--- src/rtl/i2c_target_regfile_if.sv ---
// rtl/i2c_target_regfile_if.sv - register-port bundle between the I2C target and local control registers
interface i2c_target_regfile_if;
  logic [7:0] regAddress;
  logic [7:0] regWrData;
  logic       regWrite;
  logic       regRead;
  logic [7:0] regRdData;

  modport master (
    output regAddress,
    output regWrData,
    output regWrite,
    output regRead,
    input  regRdData
  );

  modport slave (
    input  regAddress,
    input  regWrData,
    input  regWrite,
    input  regRead,
    output regRdData
  );
endinterface

--- src/rtl/i2c_target_regfile.sv ---
// rtl/i2c_target_regfile.sv - I2C target mapping bus writes/reads onto an 8-bit register port
module i2c_target_regfile #(
  parameter logic [6:0]  TARGET_ADDRESS = 7'h50,
  parameter int unsigned FILTER_LEN     = 3
) (
  input  logic                  i_clk,
  input  logic                  i_reset,
  input  logic                  i_scl,
  input  logic                  i_sda,
  output logic                  o_sdaDrive,
  output logic                  o_busy,
  i2c_target_regfile_if.master  regPort
);

  // Bus events stay masked until the synchroniser and filter hold real pad samples again.
  localparam logic [3:0] SETTLE_CYCLES = 4'(FILTER_LEN + 3);

  typedef enum logic [3:0] {
    IDLE, ADDR, ADDR_ACK, PTR, PTR_ACK, WDATA, WDATA_ACK, RLOAD, RDATA, RACK, IGNORE
  } stateType;

  stateType state, stateNext;

  logic [1:0]            sclSync, sdaSync;
  logic [FILTER_LEN-1:0] sclHist, sdaHist;
  logic                  sclF, sdaF, sclD, sdaD;
  logic [3:0]            settleCnt;
  logic                  eventsOn;
  logic                  sclRise, sclFall, startCond, stopCond;

  logic [7:0] shiftReg;
  logic [3:0] bitCnt;
  logic       rwBit;
  logic       loadPhase;
  logic       sdaDrive;
  logic       busy;
  logic [7:0] regAddress;
  logic [7:0] regWrData;
  logic       regWrite;
  logic       regReadStrobe;
  logic [7:0] byteIn;
  logic       lastBit;

  always_ff @(posedge i_clk) begin
    if (i_reset) begin
      sclSync   <= '1;
      sdaSync   <= '1;
      sclHist   <= '1;
      sdaHist   <= '1;
      sclF      <= 1'b1;
      sdaF      <= 1'b1;
      sclD      <= 1'b1;
      sdaD      <= 1'b1;
      settleCnt <= '0;
    end else begin
      sclSync <= {sclSync[0], i_scl};
      sdaSync <= {sdaSync[0], i_sda};
      sclHist <= {sclHist[FILTER_LEN-2:0], sclSync[1]};
      sdaHist <= {sdaHist[FILTER_LEN-2:0], sdaSync[1]};
      if (&sclHist)
        sclF <= 1'b1;
      else if (!(|sclHist))
        sclF <= 1'b0;
      if (&sdaHist)
        sdaF <= 1'b1;
      else if (!(|sdaHist))
        sdaF <= 1'b0;
      sclD <= sclF;
      sdaD <= sdaF;
      if (settleCnt != SETTLE_CYCLES)
        settleCnt <= settleCnt + 4'd1;
    end
  end

  assign eventsOn  = (settleCnt == SETTLE_CYCLES);
  assign sclRise   = eventsOn & sclF & ~sclD;
  assign sclFall   = eventsOn & ~sclF & sclD;
  assign startCond = eventsOn & sclF & sclD & sdaD & ~sdaF;
  assign stopCond  = eventsOn & sclF & sclD & ~sdaD & sdaF;
  assign byteIn    = {shiftReg[6:0], sdaF};
  assign lastBit   = (bitCnt == 4'd7);

  always_ff @(posedge i_clk) begin
    if (i_reset)
      state <= IDLE;
    else
      state <= stateNext;
  end

  always_comb begin
    stateNext = state;
    if (startCond) begin
      stateNext = ADDR;
    end else if (stopCond) begin
      stateNext = IDLE;
    end else begin
      case (state)
        ADDR:
          if (sclRise && lastBit)
            stateNext = (byteIn[7:1] == TARGET_ADDRESS) ? ADDR_ACK : IGNORE;
        ADDR_ACK: begin
          // A read leaves at the ACK rising edge so the first byte is ready before SCL falls.
          if (sclRise && bitCnt == 4'd1 && rwBit)
            stateNext = RLOAD;
          else if (sclFall && bitCnt == 4'd1 && !rwBit)
            stateNext = PTR;
        end
        PTR:
          if (sclRise && lastBit)
            stateNext = PTR_ACK;
        PTR_ACK, WDATA_ACK:
          if (sclFall && bitCnt == 4'd1)
            stateNext = WDATA;
        WDATA:
          if (sclRise && lastBit)
            stateNext = WDATA_ACK;
        RLOAD:
          if (loadPhase)
            stateNext = RDATA;
        RDATA:
          if (sclFall && bitCnt == 4'd8)
            stateNext = RACK;
        RACK:
          if (sclRise)
            stateNext = sdaF ? IGNORE : RLOAD;
        default: stateNext = state;
      endcase
    end
  end

  always_comb begin
    regReadStrobe = 1'b0;
    if (state == RLOAD && !loadPhase)
      regReadStrobe = 1'b1;
  end

  always_ff @(posedge i_clk) begin
    if (i_reset) begin
      shiftReg   <= '0;
      bitCnt     <= '0;
      rwBit      <= 1'b0;
      loadPhase  <= 1'b0;
      sdaDrive   <= 1'b0;
      busy       <= 1'b0;
      regAddress <= '0;
      regWrData  <= '0;
      regWrite   <= 1'b0;
    end else begin
      regWrite <= 1'b0;
      if (regWrite)
        regAddress <= regAddress + 8'd1;
      if (startCond) begin
        bitCnt    <= '0;
        sdaDrive  <= 1'b0;
        loadPhase <= 1'b0;
      end else if (stopCond) begin
        bitCnt    <= '0;
        sdaDrive  <= 1'b0;
        loadPhase <= 1'b0;
        busy      <= 1'b0;
      end else begin
        case (state)
          ADDR, PTR, WDATA:
            if (sclRise) begin
              shiftReg <= byteIn;
              bitCnt   <= lastBit ? 4'd0 : bitCnt + 4'd1;
              if (lastBit) begin
                if (state == ADDR) begin
                  busy  <= (byteIn[7:1] == TARGET_ADDRESS);
                  rwBit <= byteIn[0];
                end else if (state == PTR) begin
                  regAddress <= byteIn;
                end else begin
                  regWrData <= byteIn;
                  regWrite  <= 1'b1;
                end
              end
            end
          ADDR_ACK, PTR_ACK, WDATA_ACK:
            if (sclFall) begin
              sdaDrive <= (bitCnt == 4'd0);
              bitCnt   <= (bitCnt == 4'd0) ? 4'd1 : 4'd0;
            end
          RLOAD:
            if (!loadPhase) begin
              loadPhase <= 1'b1;
            end else begin
              loadPhase <= 1'b0;
              shiftReg  <= regPort.regRdData;
              bitCnt    <= '0;
            end
          RDATA:
            if (sclFall) begin
              if (bitCnt == 4'd8) begin
                sdaDrive <= 1'b0;
                bitCnt   <= '0;
              end else begin
                sdaDrive <= ~shiftReg[7];
                shiftReg <= {shiftReg[6:0], 1'b0};
                bitCnt   <= bitCnt + 4'd1;
              end
            end
          RACK:
            if (sclRise && !sdaF)
              regAddress <= regAddress + 8'd1;
          default: ;
        endcase
      end
    end
  end

  assign o_sdaDrive         = sdaDrive;
  assign o_busy             = busy;
  assign regPort.regAddress = regAddress;
  assign regPort.regWrData  = regWrData;
  assign regPort.regWrite   = regWrite;
  assign regPort.regRead    = regReadStrobe;

endmodule
--- src/flat_wrapper.sv ---
// flat-port wrapper written by rule: the top's interface ports become plain ports
module i2c_target_regfile_flat 
#(
  parameter logic [6:0]  TARGET_ADDRESS = 7'h50,
  parameter int unsigned FILTER_LEN     = 3
)
  (i_clk, i_reset, i_scl, i_sda, o_sdaDrive, o_busy, regPort_regAddress, regPort_regWrData, regPort_regWrite, regPort_regRead, regPort_regRdData);
  i2c_target_regfile_if regPort_i ();
  input  logic i_clk;
  input  logic i_reset;
  input  logic i_scl;
  input  logic i_sda;
  output logic o_sdaDrive;
  output logic o_busy;
  output wire logic [$bits(regPort_i.regAddress)-1:0] regPort_regAddress;
  output wire logic [$bits(regPort_i.regWrData)-1:0] regPort_regWrData;
  output wire logic [$bits(regPort_i.regWrite)-1:0] regPort_regWrite;
  output wire logic [$bits(regPort_i.regRead)-1:0] regPort_regRead;
  input wire logic [$bits(regPort_i.regRdData)-1:0] regPort_regRdData;
  assign regPort_regAddress = regPort_i.regAddress;
  assign regPort_regWrData = regPort_i.regWrData;
  assign regPort_regWrite = regPort_i.regWrite;
  assign regPort_regRead = regPort_i.regRead;
  assign regPort_i.regRdData = regPort_regRdData;
  i2c_target_regfile #(.TARGET_ADDRESS(TARGET_ADDRESS), .FILTER_LEN(FILTER_LEN)) u_core (.i_clk(i_clk), .i_reset(i_reset), .i_scl(i_scl), .i_sda(i_sda), .o_sdaDrive(o_sdaDrive), .o_busy(o_busy), .regPort(regPort_i));
endmodule
--- config.mk ---
export PLATFORM = sky130hd
export DESIGN_NAME = i2c_target_regfile_flat
export DESIGN_NICKNAME = d
export VERILOG_FILES = /design/src/rtl/i2c_target_regfile_if.sv /design/src/rtl/i2c_target_regfile.sv /design/src/flat_wrapper.sv
export SDC_FILE = /design/constraint.sdc
export NUM_CORES = 1
export LEC_CHECK = 0
export CORE_ASPECT_RATIO = 1.1
export CORE_MARGIN = 2
export CORE_UTILIZATION = 50
export CTS_CLUSTER_SIZE = 24
export DETAILED_ROUTE_END_ITERATION = 10
export PLACE_DENSITY = 0.71
export SLEW_MARGIN = 20
export SYNTH_ARGS = -nofsm -noshare
export SYNTH_HDL_FRONTEND = slang
export SYNTH_SLANG_ARGS = --single-unit
--- constraint.sdc ---
create_clock -name i_clk -period 5 [get_ports i_clk]
set_input_delay 1.5 -clock i_clk [delete_from_list [all_inputs] [get_ports i_clk]]
set_output_delay 1.5 -clock i_clk [all_outputs]
set_load 0.02 [all_outputs]
## After elaboration in Yosys (flattened, before gate mapping)

Cells that the tools add are included.

- Bits in registers: 55
- Bits of input ports: 12
- Logic and storage cells: 167

- Add/subtract/negate cells: 3
- Eq/ne operators: 35
- Mux-type cells: 48
- Bitwise gates (word level): 21
- Reduce and logical (&&, ||, !) cells: 40

Operator list:

| operator | count |
|---|---|
| 2-to-1 mux 8 bit | 12 |
| 2-to-1 mux 4 bit | 17 |
| one-hot mux 4 bit (8 select lines) | 1 |
| inequality test 4 x 1 -> 1 bit, second input constant | 7 |
| == test 4 x 3 -> 1 bit, second input constant | 6 |
| one-hot mux 8 bit (3 select lines) | 1 |
| inequality test 2 x 1 -> 1 bit, second input constant | 10 |
| AND reduction 9 bit | 2 |
| one-hot mux 4 bit (4 select lines) | 1 |
| one-hot mux 8 bit (2 select lines) | 1 |
| OR reduction 3 bit | 5 |
| 2-to-1 mux 1 bit | 14 |
| AND reduction 7 bit | 2 |
| == test 4 bit, second input constant | 3 |
| NOT 1 bit | 12 |
| AND reduction 5 bit | 2 |
| nonzero test 10 bit | 1 |
| nonzero test 2 bit | 5 |
| bitwise AND 1 bit | 9 |
| AND reduction 3 bit | 3 |
| adder 4 x 1 -> 4 bit, second input constant | 2 |
| adder 8 x 1 -> 8 bit, second input constant | 1 |
| == test 4 x 1 -> 1 bit, second input constant | 2 |
| == test 4 x 2 -> 1 bit, second input constant | 2 |
| other kinds (15) | 26 |

## Logic depth before layout (Yosys ltp)

Gate-level depths: netlist of run 1.

- Depth in word-level cells: 10
- Depth in mapped cells: 9

## Worst setup path before layout of run 1

Ideal clock, no wire load.

- Kind: register to output
- From: register u_core.state[3]
- To: output regPort_regRead
- Arrival time: 1.204 ns
- Data required time: 3.500 ns
- Setup slack: 2.296 ns
- Cell stages (with the launch flop): 6
- Path buffers: 2
- Cell sequence: dfxtp_1 buf_2 nand4b_1 buf_4 or2_1 inv_1

- Cells in the longest elaborated chain, start to end: 3

RTL lines:

| what | line | RTL |
|---|---|---|
| start: declaration | i2c_target_regfile.sv:22 | `stateType state, stateNext;` |
| start signal: assignment | i2c_target_regfile.sv:87 | `state <= stateNext;` |
| == test 4 x 3 -> 1 bit | i2c_target_regfile.sv:133 | `if (state == RLOAD && !loadPhase)` |
| logical AND 1 bit | i2c_target_regfile.sv:133 |  |
| 2-to-1 mux 1 bit | i2c_target_regfile.sv:133 |  |
| end: declaration | flat_wrapper.sv:18 | `output wire logic [$bits(regPort_i.regRead)-1:0] regPort_regRead;` |

No other way between the ends.

## Worst setup path in the final report of run 1

- From: register u_core.state[2]
- To: output regPort_regRead

Same word-level chain as after synthesis.

==> flow_metrics.tcl, run 1 <==
set metrics [dict create \
    status "finished, final reports clean" \
    post-synth-top-count-cell "dfxtp_1" \
    synth-seq-cells 55 \
    dp_hpwl_um 5290 \
    syn_area_um2 3260 \
    cpPeakStageDelay_ns 0.59 \
    grt_max_degree 37 \
    post-route-min-period_ns 3.69 \
    maxCapViolations 0 \
    synth_edf_count 0 \
    via_per_inst 6.19 \
    end_kind "output pin" \
    synth.area.top_cells "dfxtp_1, mux2i_1, nor2_1, a21oi_1, xnor2_1" \
    ios 32 \
    post_cts_resized 0 \
    tritoncts "built" \
    grt_pass1_vias 2650 \
    dr.pass1.iters 5 \
    hold_violations 0 \
    crit_fanout 30 \
    power.density_nw_per_um2 355 \
    antenna_cells 0 \
    clock_path_buffers 2 \
    grt_pass1_wl_um 12700 \
    rows 30 \
    wl_per_cell_um 15.8 \
    period_share_pct 73.7 \
    grt-ovfl-total 0 \
    cts_setup_buffers 0 \
    drt_wl_total_um 7630 \
    die_y_um 88.7 \
    slew_headroom_pct 42.7 \
    clk_latency_ns 0.31 \
    gp_congestion 0.884 \
    drc 0 \
    ir_drop_v 0.000191 \
    cts_sinks 55 \
    synthCells 385 \
    rsz0062_at_grt "false" \
    synth_top_area_share_pct 33.8 \
    area_delta_synth_final_pct 12.0 \
    netlist.top_cell.by_area "dfxtp_1" \
    die-area_um2 7190 \
    port-buffer-count 31 \
    ctsHoldBuffers 0 \
    clkTransAtPathRegs_ns 0.11 \
    dp_slack_ns 1.66 \
    cts_buffers 5 \
    drtIter0Drc 239 \
    ys.warnings.count 0 \
    critPathLaunchType "register" \
    synth_area_per_cell_um2 8.47 \
    antenna_found_initial 0 \
    finalSetupViolCount 0 \
    crit_buf_inv 4 \
    die_w_um 81.0 \
    syn-num-nets 403 \
    synthArstFlopShare_pct 0 \
    grt_usage_pct 22.2 \
    synth_common_cells "dfxtp_1, nor2_1, a21oi_1, nand2_1, mux2i_1" \
    fp.coreArea_um2 6230 \
    slew_violations 0 \
    yosysUniqueCellTypes 67 \
    fmax_ghz 0.271 \
    cp_cell_sequence "buf_4 -> nand4b_1 -> buf_4 -> or2_1 -> inv_1 -> clkdlybuf4s50_1" \
    initial_utilization_pct 52.3 \
    worstPathRequired_ns 3.50 \
    root_buffer "clkbuf_8" \
    p_leak_nw 1.26 \
    cpMostUsedCell "buf_4" \
    ys.flop_type "dfxtp_1" \
    worstPathArrival_ns 2.19 \
    clock_skew_ns 0.0107 \
    drive_gt1_share_pct 9.70 \
    nNetsFinal 419 \
    crit_type "reg -> out" \
    fin_ws_ns 1.31 \
    cpMaxStageDelayCell "clkdlybuf4s50_1" \
    seq_area_frac_synth_pct 33.8 \
    vias 2984 \
    worstMarginPinSlew_ns 0.848 \
    htree_levels 2 \
    setup_tns_ns 0 \
    hold_class "reg -> reg" \
    critPathTopFamily "buffers and inverters" \
    antenna_left 0 \
]
-- kinds of logic (layout without fill, tap and decap cells) --
logic type	count (synthesis)	after routing	share of synthesized area, %
AOI/OAI and AO/OA	106	106	23.9
xor gates and xnor gates	13	13	3.49
muxes	19	19	5.87
DFF	55	55	33.8
buffers and inverters	36	53	5.75
adders and majority gates	7	7	2.61
and+or+nand+nor	149	149	24.7
-- flip-flops by register name, summed over array words and instances, names as in the netlist, 2 cells and up --
| register | cells |
|---|---|
| u_core.shiftReg | 8 |
| u_core.regPort.regAddress | 8 |
| u_core.sdaSync | 2 |
| u_core.state | 4 |
| u_core.sclHist | 3 |
| u_core.bitCnt | 4 |
| u_core.regPort.regWrData | 8 |
| u_core.sclSync | 2 |
| u_core.sdaHist | 3 |
| u_core.settleCnt | 4 |
-- cell type report --
| class | instances | area, um2 |
|---|---|---|
| fill | 600 | 2580 |
| multi-input combinational | 294 | 1970 |
| timing repair buffer | 38 | 363 |
| tap | 80 | 100 |
| sequential | 55 | 1100 |
| clock inverter | 2 | 16.3 |
| inverter | 7 | 26.3 |
| clock buffer | 6 | 72.6 |
-- power by group --
part / switching (mW) / internal [mW] / leakage, nW / total [mW]
sequential: 0.0424 / 0.476 / 0.446 / 0.519
combinational: 0.294 / 0.228 / 0.769 / 0.522
clock: 0.154 / 0.101 / 0.0418 / 0.255
total: 0.490 / 0.806 / 1.26 / 1.30
-- worst paths after layout --
path,cells after the start,endpoint,slack (ns),from
hold reg to reg,1,u_core.sclHist[0]$_SDFF_PP1_,0.42,u_core.sclSync[1]$_SDFF_PP1_
setup / recovery,6,regPort_regRead,1.31,u_core.state[2]$_SDFFE_PP0P_
setup reg to reg,7,u_core.shiftReg[4]$_SDFFE_PP0P_,2.23,u_core.settleCnt[0]$_SDFFE_PP0P_
hold / removal,1,u_core.sclHist[0]$_SDFF_PP1_,0.42,u_core.sclSync[1]$_SDFF_PP1_
-- placed cells by master (no fill, tap or decap), drive strengths merged, types with 3 or more instances in the layout --
cell type	n
a21o	3
or3	5
nand2	23
or2	12
clkbuf	6
a221o	3
dfxtp	55
nor2	38
nor4b	5
and3b	4
buf	7
nand3b	4
inv	8
o21ai	16
nand2b	11
nand3	13
o211ai	3
a31oi	5
a311oi	8
nand4	7
xnor2	10
nor3	11
o221ai	6
nor4	3
o41ai	3
xor2	3
clkdlybuf4s50	31
nor2b	4
ha	6
mux2i	18
a21oi	28
-- metal layers --
metal / routed length [um] / track usage [%] / share of wire (%) / vias up
li1: - / - / - / 1468
met2: 3450 / 34.2 / 45 / 88
met5: 0 / 0 / 0 / -
met1: 3740 / 32.2 / 49 / 1416
met3: 333 / 3.78 / 4.4 / 12
met4: 112 / 5.55 / 1.5 / 0
-- per-stage QoR --
stage	cell area, um2	power, mW	hold slack, ns	utilization [%]	instances
after CTS	3650	1.29	0.418	58.6	482
after global placement	3560	1.03	0.392	57.2	474
after detailed placement	3560	1.04	0.394	57.2	474
after floorplan	3260	0.971	0.389	-	385
final	3650	1.30	0.418	58.6	482
after global routing	3650	1.38	0.443	58.6	482
Note: power is estimated with default switching activity, not from simulation.
==> run 2, diff against run 1 <==
==> constraint.sdc (replaced) <==
create_clock -name i_clk -period 3.6 [get_ports i_clk]
set_input_delay 1.08 -clock i_clk [delete_from_list [all_inputs] [get_ports i_clk]]
set_output_delay 1.08 -clock i_clk [all_outputs]
set_load 0.02 [all_outputs]
==> run 2 against run 1 <==
Compared with the run above: combinational power grew 41%; clock skew shrank 0.0030 ns; sequential cell count did not move.
==> flow_metrics.tcl, run 2 (synthesis results as in run 1) <==
set metrics [dict create \
    die_y_um 88.7 \
    dp_hpwl_um 5320 \
    critPathLaunchType "register" \
    crit_fanout 5 \
    die-area_um2 7190 \
    clkTransAtPathRegs_ns 0.10 \
    layout_common_cells "dfxtp_1, nor2_1, clkdlybuf4s50_1" \
    cts_setup_buffers 0 \
    vias 2963 \
    hold_violations 0 \
    clock_skew_ns 0.00770 \
    design_area_um2 3700 \
    fp.coreArea_um2 6230 \
    cts_buffers 5 \
    die_w_um 81.0 \
    cts_sinks 55 \
    critPathTopFamily "buffers and inverters" \
    dr.pass1.iters 5 \
    cpPeakStageDelay_ns 0.59 \
    worstPathArrival_ns 1.76 \
    worstMarginPinSlew_ns 0.683 \
    period_share_pct 79.0 \
    end_kind "output pin" \
    post_cts_resized 0 \
    gp_congestion 0.883 \
    hold_class "reg -> reg" \
    worstPathRequired_ns 2.52 \
    drt_wl_total_um 7620 \
    grt-ovfl-total 0 \
    placed_area_um2 3560 \
    fmax_ghz 0.352 \
    ff2ff_path_depth 7 \
    crit_buf_inv 2 \
    ios 32 \
    rows 30 \
    cpMaxStageDelayCell "clkdlybuf4s50_1" \
    antenna_cells 0 \
    antenna_left 0 \
    slew_violations 0 \
    drtIter0Drc 241 \
    grt_usage_pct 22.1 \
    grt_pass1_wl_um 12500 \
    setup_tns_ns 0 \
    clk_latency_ns 0.31 \
    met2_usage_pct 33.1 \
    tritoncts "built" \
    via_per_inst 6.15 \
    fillCellCount 597 \
    hold_end "u_core.sclHist[0]$_SDFF_PP1_" \
    reg2reg_slack_ns 0.90 \
    p_leak_nw 1.28 \
    nNetsFinal 419 \
    root_buffer "clkbuf_8" \
    power.density_nw_per_um2 525 \
    slew_headroom_pct 53.8 \
    status "finished, final reports clean" \
    antenna_found_initial 0 \
    hold_path.startpoint "u_core.sclSync[1]$_SDFF_PP1_" \
    grt.busiest_layer "met2" \
    gr-usage-met3_pct 3.47 \
    cp_cell_sequence "nand4b_1 -> or2_1 -> inv_1 -> clkdlybuf4s50_1" \
    grt_pass1_vias 2622 \
    drc 0 \
    reg_top3 "u_core.regPort.regAddress (8), u_core.regPort.regWrData (8), u_core.shiftReg (8)" \
    area_delta_synth_final_pct 13.3 \
    finalSetupViolCount 0 \
    maxCapViolations 0 \
    drive_gt1_share_pct 9.70 \
    final_common_cell "dfxtp_1" \
    hold_depth 1 \
    rsz0062_at_grt "false" \
    ctsHoldBuffers 0 \
    port-buffer-count 31 \
    timing.rr.start "u_core.settleCnt[0]$_SDFFE_PP0P_" \
    htree_levels 2 \
    initial_utilization_pct 52.3 \
    post-route-min-period_ns 2.84 \
    r2r-end "u_core.shiftReg[4]$_SDFFE_PP0P_" \
    clock_path_buffers 2 \
    crit_type "reg -> out" \
    totalPowerFinal_mw 1.94 \
    use_met1_pct 32.3 \
    wl_per_cell_um 15.8 \
    ir_drop_v 0.000327 \
    grt_max_degree 37 \
]
-- run 2: cell count changes in the layout (fill, tap and decap cells not counted) --
| cell | delta |
|---|---|
| bufinv_16 | +2 |
| clkinvlp_4 | -1 |
| inv_6 | -1 |
-- run 2: worst max-delay path by stage --
stage / startpoint / end / slack [ns] / cells after the start
after floorplan: u_core.state[3]$_SDFFE_PP0P_ / regPort_regRead / 1.32 / 5
after global placement: i_reset / u_core.regPort.regAddress[0]$_SDFF_PP0_ / 0.81 / 6
after detailed placement: i_reset / u_core.regPort.regAddress[0]$_SDFF_PP0_ / 0.76 / 6
after CTS: u_core.state[3]$_SDFFE_PP0P_ / regPort_regRead / 0.74 / 4
after global routing: u_core.settleCnt[0]$_SDFFE_PP0P_ / u_core.shiftReg[0]$_SDFFE_PP0P_ / 0.62 / 7
final: u_core.state[3]$_SDFFE_PP0P_ / regPort_regRead / 0.76 / 4
-- run 2: stage by stage --
step                      setup slack (ns)  instances  hold slack (ns)  util (%)
after floorplan                       1.32        385            0.389         -
after detailed placement             0.763        474            0.400      57.2
after global placement               0.806        474            0.396      57.2
after global routing                 0.625        482            0.437      59.3
final                                0.757        482            0.421      59.3
after CTS                            0.743        482            0.426      59.3
-- run 2: layout make-up --
class / instances / area [um2] / area share, %
multi-input combinational: 294 / 1970 / 53.4
sequential: 55 / 1100 / 29.8
timing repair buffer: 38 / 363 / 9.82
tap: 80 / 100 / 2.71
clock buffer: 6 / 72.6 / 1.96
clock inverter: 2 / 60.1 / 1.62
inverter: 7 / 26.3 / 0.711
-- run 2: per-layer routing --
| layer | vias up | part of all wire, % |
|---|---|---|
| li1 | 1459 | - |
| met1 | 1378 | 47 |
| met2 | 114 | 45 |
| met3 | 12 | 6.2 |
| met4 | 0 | 1.5 |
| met5 | - | 0 |
-- run 2: power by group --
| group | switching (mW) | internal, mW | total, mW |
|---|---|---|---|
| Sequential | 0.0610 | 0.662 | 0.723 |
| Combinational | 0.420 | 0.317 | 0.737 |
| Clock | 0.202 | 0.278 | 0.480 |
-- run 2: worst register-to-register path, cell delays in order, from the launching register on --
cell and delay, ns:
dfxtp_1 0.34, inv_1 0.08, ha_1 0.20, nand3b_1 0.47, nor2_1 0.49, o21a_1 0.60
a21oi_1 0.14, a311oi_1 0.27
==> run 3, diff against run 2 <==
--- a/config.mk
+++ b/config.mk
@@ -10,7 +10,7 @@
 export CORE_UTILIZATION = 50
 export CTS_CLUSTER_SIZE = 24
 export DETAILED_ROUTE_END_ITERATION = 10
-export PLACE_DENSITY = 0.71
+export PLACE_DENSITY = 0.74
 export SLEW_MARGIN = 20
 export SYNTH_ARGS = -nofsm -noshare
 export SYNTH_HDL_FRONTEND = slang
==> constraint.sdc (replaced) <==
create_clock -name i_clk -period 2.4 [get_ports i_clk]
set_input_delay 0.72 -clock i_clk [delete_from_list [all_inputs] [get_ports i_clk]]
set_output_delay 0.72 -clock i_clk [all_outputs]
set_load 0.02 [all_outputs]
==> run 3 against run 2 <==
Compared with the run above: sequential cell count stayed put; via count is 3.9% higher; critical path depth stayed put; highest routed layer unchanged; routed wire length is 5.2% higher; core utilization is 1.6 points higher; combinational power is 53% higher.
==> flow_metrics.tcl, run 3 (synthesis results as in run 1) <==
set metrics [dict create \
    totalPowerFinal_mw 2.86 \
    tritoncts "built" \
    worstPathRequired_ns 1.68 \
    layout_common_cells "dfxtp_1, nor2_1, clkdlybuf4s50_1" \
    port-buffer-count 31 \
    htree_levels 2 \
    end_kind "output pin" \
    fmax_ghz 0.454 \
    grt_pass1_vias 2811 \
    rsz0062_at_grt "false" \
    dp_hpwl_um 5700 \
    post-route-util_pct 60.9 \
    nNetsFinal 435 \
    drtIter0Drc 276 \
    status "finished, final reports clean" \
    cts_buffers 5 \
    grt_pass1_wl_um 13300 \
    slew_violations 0 \
    worstMarginPinSlew_ns 0.624 \
    post-route-min-period_ns 2.20 \
    cts_sinks 55 \
    critPathLaunchType "register" \
    area_delta_synth_final_pct 16.4 \
    drt_wl_total_um 8020 \
    clock_skew_ns 0.00530 \
    die_w_um 81.0 \
    ctsHoldBuffers 0 \
    vias 3079 \
    design_area_um2 3800 \
    antenna_left 0 \
    reg_top3 "u_core.regPort.regAddress (8), u_core.regPort.regWrData (8), u_core.shiftReg (8)" \
    rows 30 \
    clk_latency_ns 0.31 \
    die-area_um2 7190 \
    drive_gt1_share_pct 13.4 \
    ir_drop_v 0.000438 \
    gp_congestion 0.976 \
    dr.pass1.iters 5 \
    p_leak_nw 1.35 \
    die_y_um 88.7 \
    worstPathArrival_ns 1.48 \
    power.density_nw_per_um2 753 \
    finalSetupViolCount 0 \
    slew_headroom_pct 57.9 \
    placed_area_um2 3670 \
    fin_cells 498 \
    setup_tns_ns 0 \
    initial_utilization_pct 52.3 \
    antenna_cells 0 \
    drc 0 \
    ios 32 \
    period_share_pct 91.9 \
    clock_path_buffers 2 \
    wl_per_cell_um 16.1 \
    hold_class "reg -> reg" \
    grt-ovfl-total 0 \
    grt_max_degree 36 \
    clkTransAtPathRegs_ns 0.10 \
    fp.coreArea_um2 6230 \
    grt_usage_pct 23.3 \
    root_buffer "clkbuf_8" \
    antenna_found_initial 0 \
    dp.cells 488 \
    final_common_cell "dfxtp_1" \
    crit_fanout 5 \
    crit_type "reg -> out" \
    maxCapViolations 0 \
    hold_violations 0 \
    via_per_inst 6.18 \
]
==> run 3: path summary, 6_finish.rpt <==
path,startpoint,to,slack [ns],cells past startpoint
worst max-delay path,u_core.state[3]$_SDFFE_PP0P_,regPort_regRead,0.20,4
worst min-delay path,u_core.sclSync[1]$_SDFF_PP1_,u_core.sclHist[0]$_SDFF_PP1_,0.42,1
worst max register to register,u_core.settleCnt[0]$_SDFFE_PP0P_,u_core.state[0]$_SDFFE_PP0P_,0.24,8
worst min register to register,u_core.sclSync[1]$_SDFF_PP1_,u_core.sclHist[0]$_SDFF_PP1_,0.42,1
==> run 3: final cells by class <==
class	instances	area [um2]
repair buffers	54	482
fillers	590	2430
clock inverters	2	38.8
flip-flops and latches	55	1100
inverters	7	26.3
multi-input cells	294	1980
well taps	80	100
clock buffers	6	72.6
==> run 3: power breakdown <==
group	total [mW]	switching, mW	leakage, nW	internal, mW
sequential	1.08	0.0913	0.446	0.992
combinational	1.13	0.642	0.849	0.492
clock	0.641	0.325	0.0558	0.316
total	2.86	1.06	1.35	1.80
==> run 3: critical path: stages, from the launching register on <==
cell and delay (ns):
dfxtp_1 0.32, nand4b_1 0.18, or2_1 0.29, inv_1 0.07, dlygate4sd2_1 0.32
==> run 3: through the flow <==
step,hold slack [ns],setup slack (ns)
floorplan,0.389,0.450
global placement,0.393,0.200
detailed placement,0.394,0.172
CTS,0.421,0.165
global route,0.441,0.0555
finish,0.417,0.196
==> run 3: what timing repair did <==
item / in CTS / in global routing
gates cloned: 0 / 0
pin swaps: 0 / 0
resized for setup: 1 / 1
endpoints found under the setup margin: 1 / 7
setup buffers: 0 / 2
==> run 3: layer usage <==
metal  wire (um)  vias to the layer above  GRT usage, %
li1            -                     1488             -
met1        3720                     1448          33.4
met2        3670                      121          36.0
met3         468                       22          3.06
met4         156                        0          8.63
met5           0                        -             0
